[src/rtl/ram_arbiter.sv]
// Round-robin arbiter sharing the byte-lane data RAM between the core (m0) and debug (m1) masters,
// with a debug lock for atomic sequences and one-cycle read-response routing.
module ram_arbiter #(
    parameter int unsigned RAM_AW = 11
) (
    input  logic              clk,
    input  logic              rstn,
    input  logic              m0_req,
    input  logic              m0_we,
    input  logic [31:0]       m0_addr,
    input  logic [3:0]        m0_be,
    input  logic [31:0]       m0_wdata,
    output logic              m0_gnt,
    output logic              m0_rvalid,
    output logic [31:0]       m0_rdata,
    input  logic              m1_req,
    input  logic              m1_we,
    input  logic [31:0]       m1_addr,
    input  logic [3:0]        m1_be,
    input  logic [31:0]       m1_wdata,
    input  logic              m1_lock,
    output logic              m1_gnt,
    output logic              m1_rvalid,
    output logic [31:0]       m1_rdata,
    output logic              ram_en,
    output logic [3:0]        ram_we,
    output logic [RAM_AW-1:0] ram_addr,
    output logic [31:0]       ram_wdata,
    input  logic [31:0]       ram_rdata
);

    logic last_grant_q, last_grant_d;
    logic lock_q, lock_d;
    logic resp_valid_q, resp_valid_d;
    logic resp_owner_q, resp_owner_d;
    logic resp_is_read_q, resp_is_read_d;
    logic lock_active;

    // Address bits outside the word index are aliased away.
    logic unused_addr_bits;
    assign unused_addr_bits = ^{m0_addr[31:RAM_AW+2], m0_addr[1:0],
                                m1_addr[31:RAM_AW+2], m1_addr[1:0]};

    // Lock only binds while m1 keeps m1_lock high; the release cycle arbitrates normally.
    assign lock_active = lock_q & m1_lock;

    always_comb begin
        m0_gnt         = 1'b0;
        m1_gnt         = 1'b0;
        ram_en         = 1'b0;
        ram_we         = 4'b0000;
        ram_addr       = m0_addr[RAM_AW+1:2];
        ram_wdata      = m0_wdata;
        last_grant_d   = last_grant_q;
        lock_d         = lock_q;
        resp_valid_d   = 1'b0;
        resp_owner_d   = resp_owner_q;
        resp_is_read_d = resp_is_read_q;

        if (lock_active) begin
            m1_gnt = m1_req;
        end else begin
            case ({m0_req, m1_req})
                2'b10:   m0_gnt = 1'b1;
                2'b01:   m1_gnt = 1'b1;
                2'b11: begin
                    m0_gnt = last_grant_q;
                    m1_gnt = ~last_grant_q;
                end
                default: ;
            endcase
        end

        if (m1_gnt) begin
            ram_en         = 1'b1;
            ram_we         = m1_be & {4{m1_we}};
            ram_addr       = m1_addr[RAM_AW+1:2];
            ram_wdata      = m1_wdata;
            last_grant_d   = 1'b1;
            resp_valid_d   = 1'b1;
            resp_owner_d   = 1'b1;
            resp_is_read_d = ~m1_we;
        end else if (m0_gnt) begin
            ram_en         = 1'b1;
            ram_we         = m0_be & {4{m0_we}};
            last_grant_d   = 1'b0;
            resp_valid_d   = 1'b1;
            resp_owner_d   = 1'b0;
            resp_is_read_d = ~m0_we;
        end

        if (m1_gnt && m1_lock) begin
            lock_d = 1'b1;
        end else if (!m1_lock) begin
            lock_d = 1'b0;
        end
    end

    always_ff @(posedge clk or negedge rstn) begin
        if (!rstn) begin
            last_grant_q   <= 1'b1;
            lock_q         <= 1'b0;
            resp_valid_q   <= 1'b0;
            resp_owner_q   <= 1'b0;
            resp_is_read_q <= 1'b0;
        end else begin
            last_grant_q   <= last_grant_d;
            lock_q         <= lock_d;
            resp_valid_q   <= resp_valid_d;
            resp_owner_q   <= resp_owner_d;
            resp_is_read_q <= resp_is_read_d;
        end
    end

    // Response routing: RAM data appears one cycle after the grant.
    assign m0_rvalid = resp_valid_q & ~resp_owner_q;
    assign m1_rvalid = resp_valid_q &  resp_owner_q;
    assign m0_rdata  = (m0_rvalid && resp_is_read_q) ? ram_rdata : 32'h0;
    assign m1_rdata  = (m1_rvalid && resp_is_read_q) ? ram_rdata : 32'h0;

endmodule

[config.mk]
export PLATFORM = sky130hd
export DESIGN_NAME = ram_arbiter
export DESIGN_NICKNAME = d
export VERILOG_FILES = /design/src/rtl/ram_arbiter.sv
export SDC_FILE = /design/constraint.sdc
export NUM_CORES = 1
export LEC_CHECK = 0
export ABC_CLOCK_PERIOD_IN_PS = 2400
export BUFFER_PORTS_ARGS = -buffer_cell sky130_fd_sc_hd__buf_4
export CAP_MARGIN = 25
export CORE_AREA = 4 4 110 112
export DETAILED_ROUTE_END_ITERATION = 8
export DIE_AREA = 0 0 114 116
export GPL_ROUTABILITY_DRIVEN = 1
export PLACE_DENSITY = 0.52
export SYNTH_ARGS = -nofsm -noshare
export SYNTH_HDL_FRONTEND = slang
export SYNTH_SLANG_ARGS = --single-unit
[constraint.sdc]
create_clock -name clk -period 2.4 [get_ports clk]
set_input_delay 0.36 -clock clk [delete_from_list [all_inputs] [get_ports clk]]
set_output_delay 0.36 -clock clk [all_outputs]
set_load 0.05 [all_outputs]
==> run summary <==
startpoint type of the worst setup path - flip-flop
worst-case hold slack - 0.374 ns
distinct cell type count of the synthesized netlist - 24
async set-reset flop share out of synthesis - 1.00
kind of end point of the critical path - output pin
post-synthesis sequential area ratio - 0.0873
power density over the cells - 518 nW/um^2
number of nets in the layout - 571
hold violation total from the final report - 0
data required time at the worst endpoint - 2.04 ns
number of antenna violations at the first check in global routing - 0
wire length of the first global-routing pass - 10200 um
Seq cells post-synth - 5
Max-Cap Viols - 0
maximum count of clock buffers along a single path - 2
pins over their slew limit - 0
TritonCTS clock tree - built
Antenna diodes - 0
crit share post-route - 0.894
height of the die - 116 um
vias in the first global route - 2106
number of enable-type register cells in the synthesized netlist - 0
clock latency at the later pin of the worst-skew pair - 0.23 ns
count of buffers from port buffering - 248
H-Tree Depth - 1
crit path kind - reg2out
outcome - completed
worst vdd ir - 246 uV
Worst Clk Skew - 0.000793 ns
first-iteration detailed-routing DRC count - 59
Global Route Usage Sum - 0.0935
worst min-delay path category - in2reg
leading cell types in the layout, fill and taps excluded - 252 x buf_4, 42 x mux2_4, 33 x and3_1, 33 x and2_1
Post-Synthesis Mean Instance Area - 9.59 um^2
largest fanout of any net on the critical path - 41
Post-CTS Setup Inserts - 0
chip width - 114 um
wire length after detailed routing - 7120 um
fraction of final layout cells with drive strength greater than 1 - 0.770
static leakage power - 2.04 nW
post-detailed-route wirelength per cell - 13.2 um
Worst Reg-to-Reg Cells - 4
number of standard cells after synthesis - 151
remaining routing DRC violations - 0
overflow left after global routing - 0
final RePlAce weighted congestion - 0.703
RSZ-0062 raised after global routing - false
final critical-path required period - 2.15 ns
final setup violation count - 0
setup slack of the worst register-to-register path - 1.04 ns
syn nets - 326
Tightest Pin Transition - 0.305 ns
remaining number of nets flagged by the antenna check after routing - 0
commonest non-fill, non-tap cell in the layout - buf_4
total via count in the routed design - 2131
I/O pins - 291
CP startpoint - lock_q
detailed-placement wirelength estimate - 6240 um
Critical path destination - ram_addr[10]
final total negative setup slack - 0 ns
reg2reg start - lock_q
effective utilization at floorplan - 0.129
CTS Buf Count - 3
vias per std cell - 3.96
crit path DAT - 1.79 ns
row cnt - 39
clock slew at the register clock pins of the worst setup and hold paths - 0.03 ns
max_slew headroom - 0.796
cell area after technology mapping - 1450 um^2
maximum number of pins on one net before global-route repair - 42
Clk Tree Root Cell - clkbuf_16
area added between synthesis and finish - 144%
end of the worst register-to-register path - resp_is_read_q
Synth Flop Type - dfrtp_1
Core ar. - 11200 um^2
number of sinks on the clock net - 5
Syn. warnings - 0
maximum clock rate - 466 MHz
number of detailed-route iterations in the first pass - 4
Die Outline Area - 13200 um^2
==> through the flow <==
step / instance area, um^2 / util / power, mW / cells / worst slack [ns]
6_report: 3540 / 0.315 / 1.83 / 538 / 0.255
5_1_grt: 3540 / 0.315 / 1.92 / 538 / 0.174
4_1_cts: 3540 / 0.315 / 1.85 / 538 / 0.241
3_5_place_dp: 3450 / 0.307 / 1.58 / 533 / 0.306
3_3_place_gp: 3450 / 0.307 / 1.57 / 533 / 0.313
2_1_floorplan: 1450 / - / 1.09 / 151 / 0.284
==> flip-flops by register name (all words and copies together), names as in the netlist <==
name	count
resp_owner_q	1
lock_q	1
resp_valid_q	1
last_grant_q	1
resp_is_read_q	1
==> repair_timing <==
item	CTS	global route
hold endpoints to repair	4	0
setup endpoints to repair	0	0
hold buffers	1	0
resized for setup	0	0
==> cell usage after synthesis, types with 2 or more instances <==
master	instances	share of area
buf_6	5	0.039
nor2_1	2	0.0052
a32o_1	4	0.028
and3_1	33	0.14
nor2b_1	2	0.0086
clkbuf_1	9	0.023
dfrtp_1	4	0.069
nand2b_1	3	0.013
and2_1	33	0.14
mux2_4	42	0.44
==> worst max-delay path, cell delays in order (launching register included) <==
cell and delay, ns:
dfrtp_1 0.37, a21boi_2 0.11, a21boi_4 0.20, buf_12 0.29, mux2_2 0.37, buf_4 0.19
==> final cells by class <==
cell class | count | area, um^2
tap | 143 | 179
clock buffer | 4 | 78.8
fill | 1188 | 7690
timing repair buffer | 254 | 1920
multi-input combinational | 131 | 1230
inverter | 1 | 3.75
sequential | 5 | 126
==> power breakdown <==
| group | leakage [nW] | internal, mW | switching, mW | total (mW) |
|---|---|---|---|---|
| sequential | 0.0562 | 0.0984 | 0.0110 | 0.109 |
| clock | 0.0382 | 0.220 | 0.0513 | 0.271 |
| combinational | 1.94 | 0.555 | 0.898 | 1.45 |
| total | 2.04 | 0.873 | 0.960 | 1.83 |
==> worst min-delay path by stage <==
| stage | from | endpoint | slack (ns) | cells after the start |
|---|---|---|---|---|
| after CTS | m1_lock | lock_q | 0.38 | 2 |
| after global routing | m1_lock | lock_q | 0.40 | 2 |
| final | m1_lock | lock_q | 0.37 | 2 |
| after global placement | rstn | resp_is_read_q | 0.17 | 1 |
| after floorplan | rstn | lock_q | 0.06 | 0 |
| after detailed placement | rstn | lock_q | 0.17 | 1 |
==> routing by layer <==
layer | track usage | up-vias | part of all wire
met5 | 0 | - | 0
met4 | 0.0166 | 0 | 0.0072
met3 | 0.0339 | 4 | 0.15
met2 | 0.183 | 159 | 0.53
met1 | 0.0959 | 941 | 0.32
li1 | - | 1027 | -
==> cells by family (layout without fill, tap and decap cells) <==
logic type / count (synthesis) / after routing / synth area share
and+or+nand+nor: 75 / 75 / 0.321
DFF: 5 / 5 / 0.0873
muxes: 43 / 43 / 0.443
buffers and inverters: 15 / 259 / 0.0648
AOI/OAI and AO/OA: 13 / 13 / 0.0838
No activity file was read; power rests on OpenSTA's default activity.
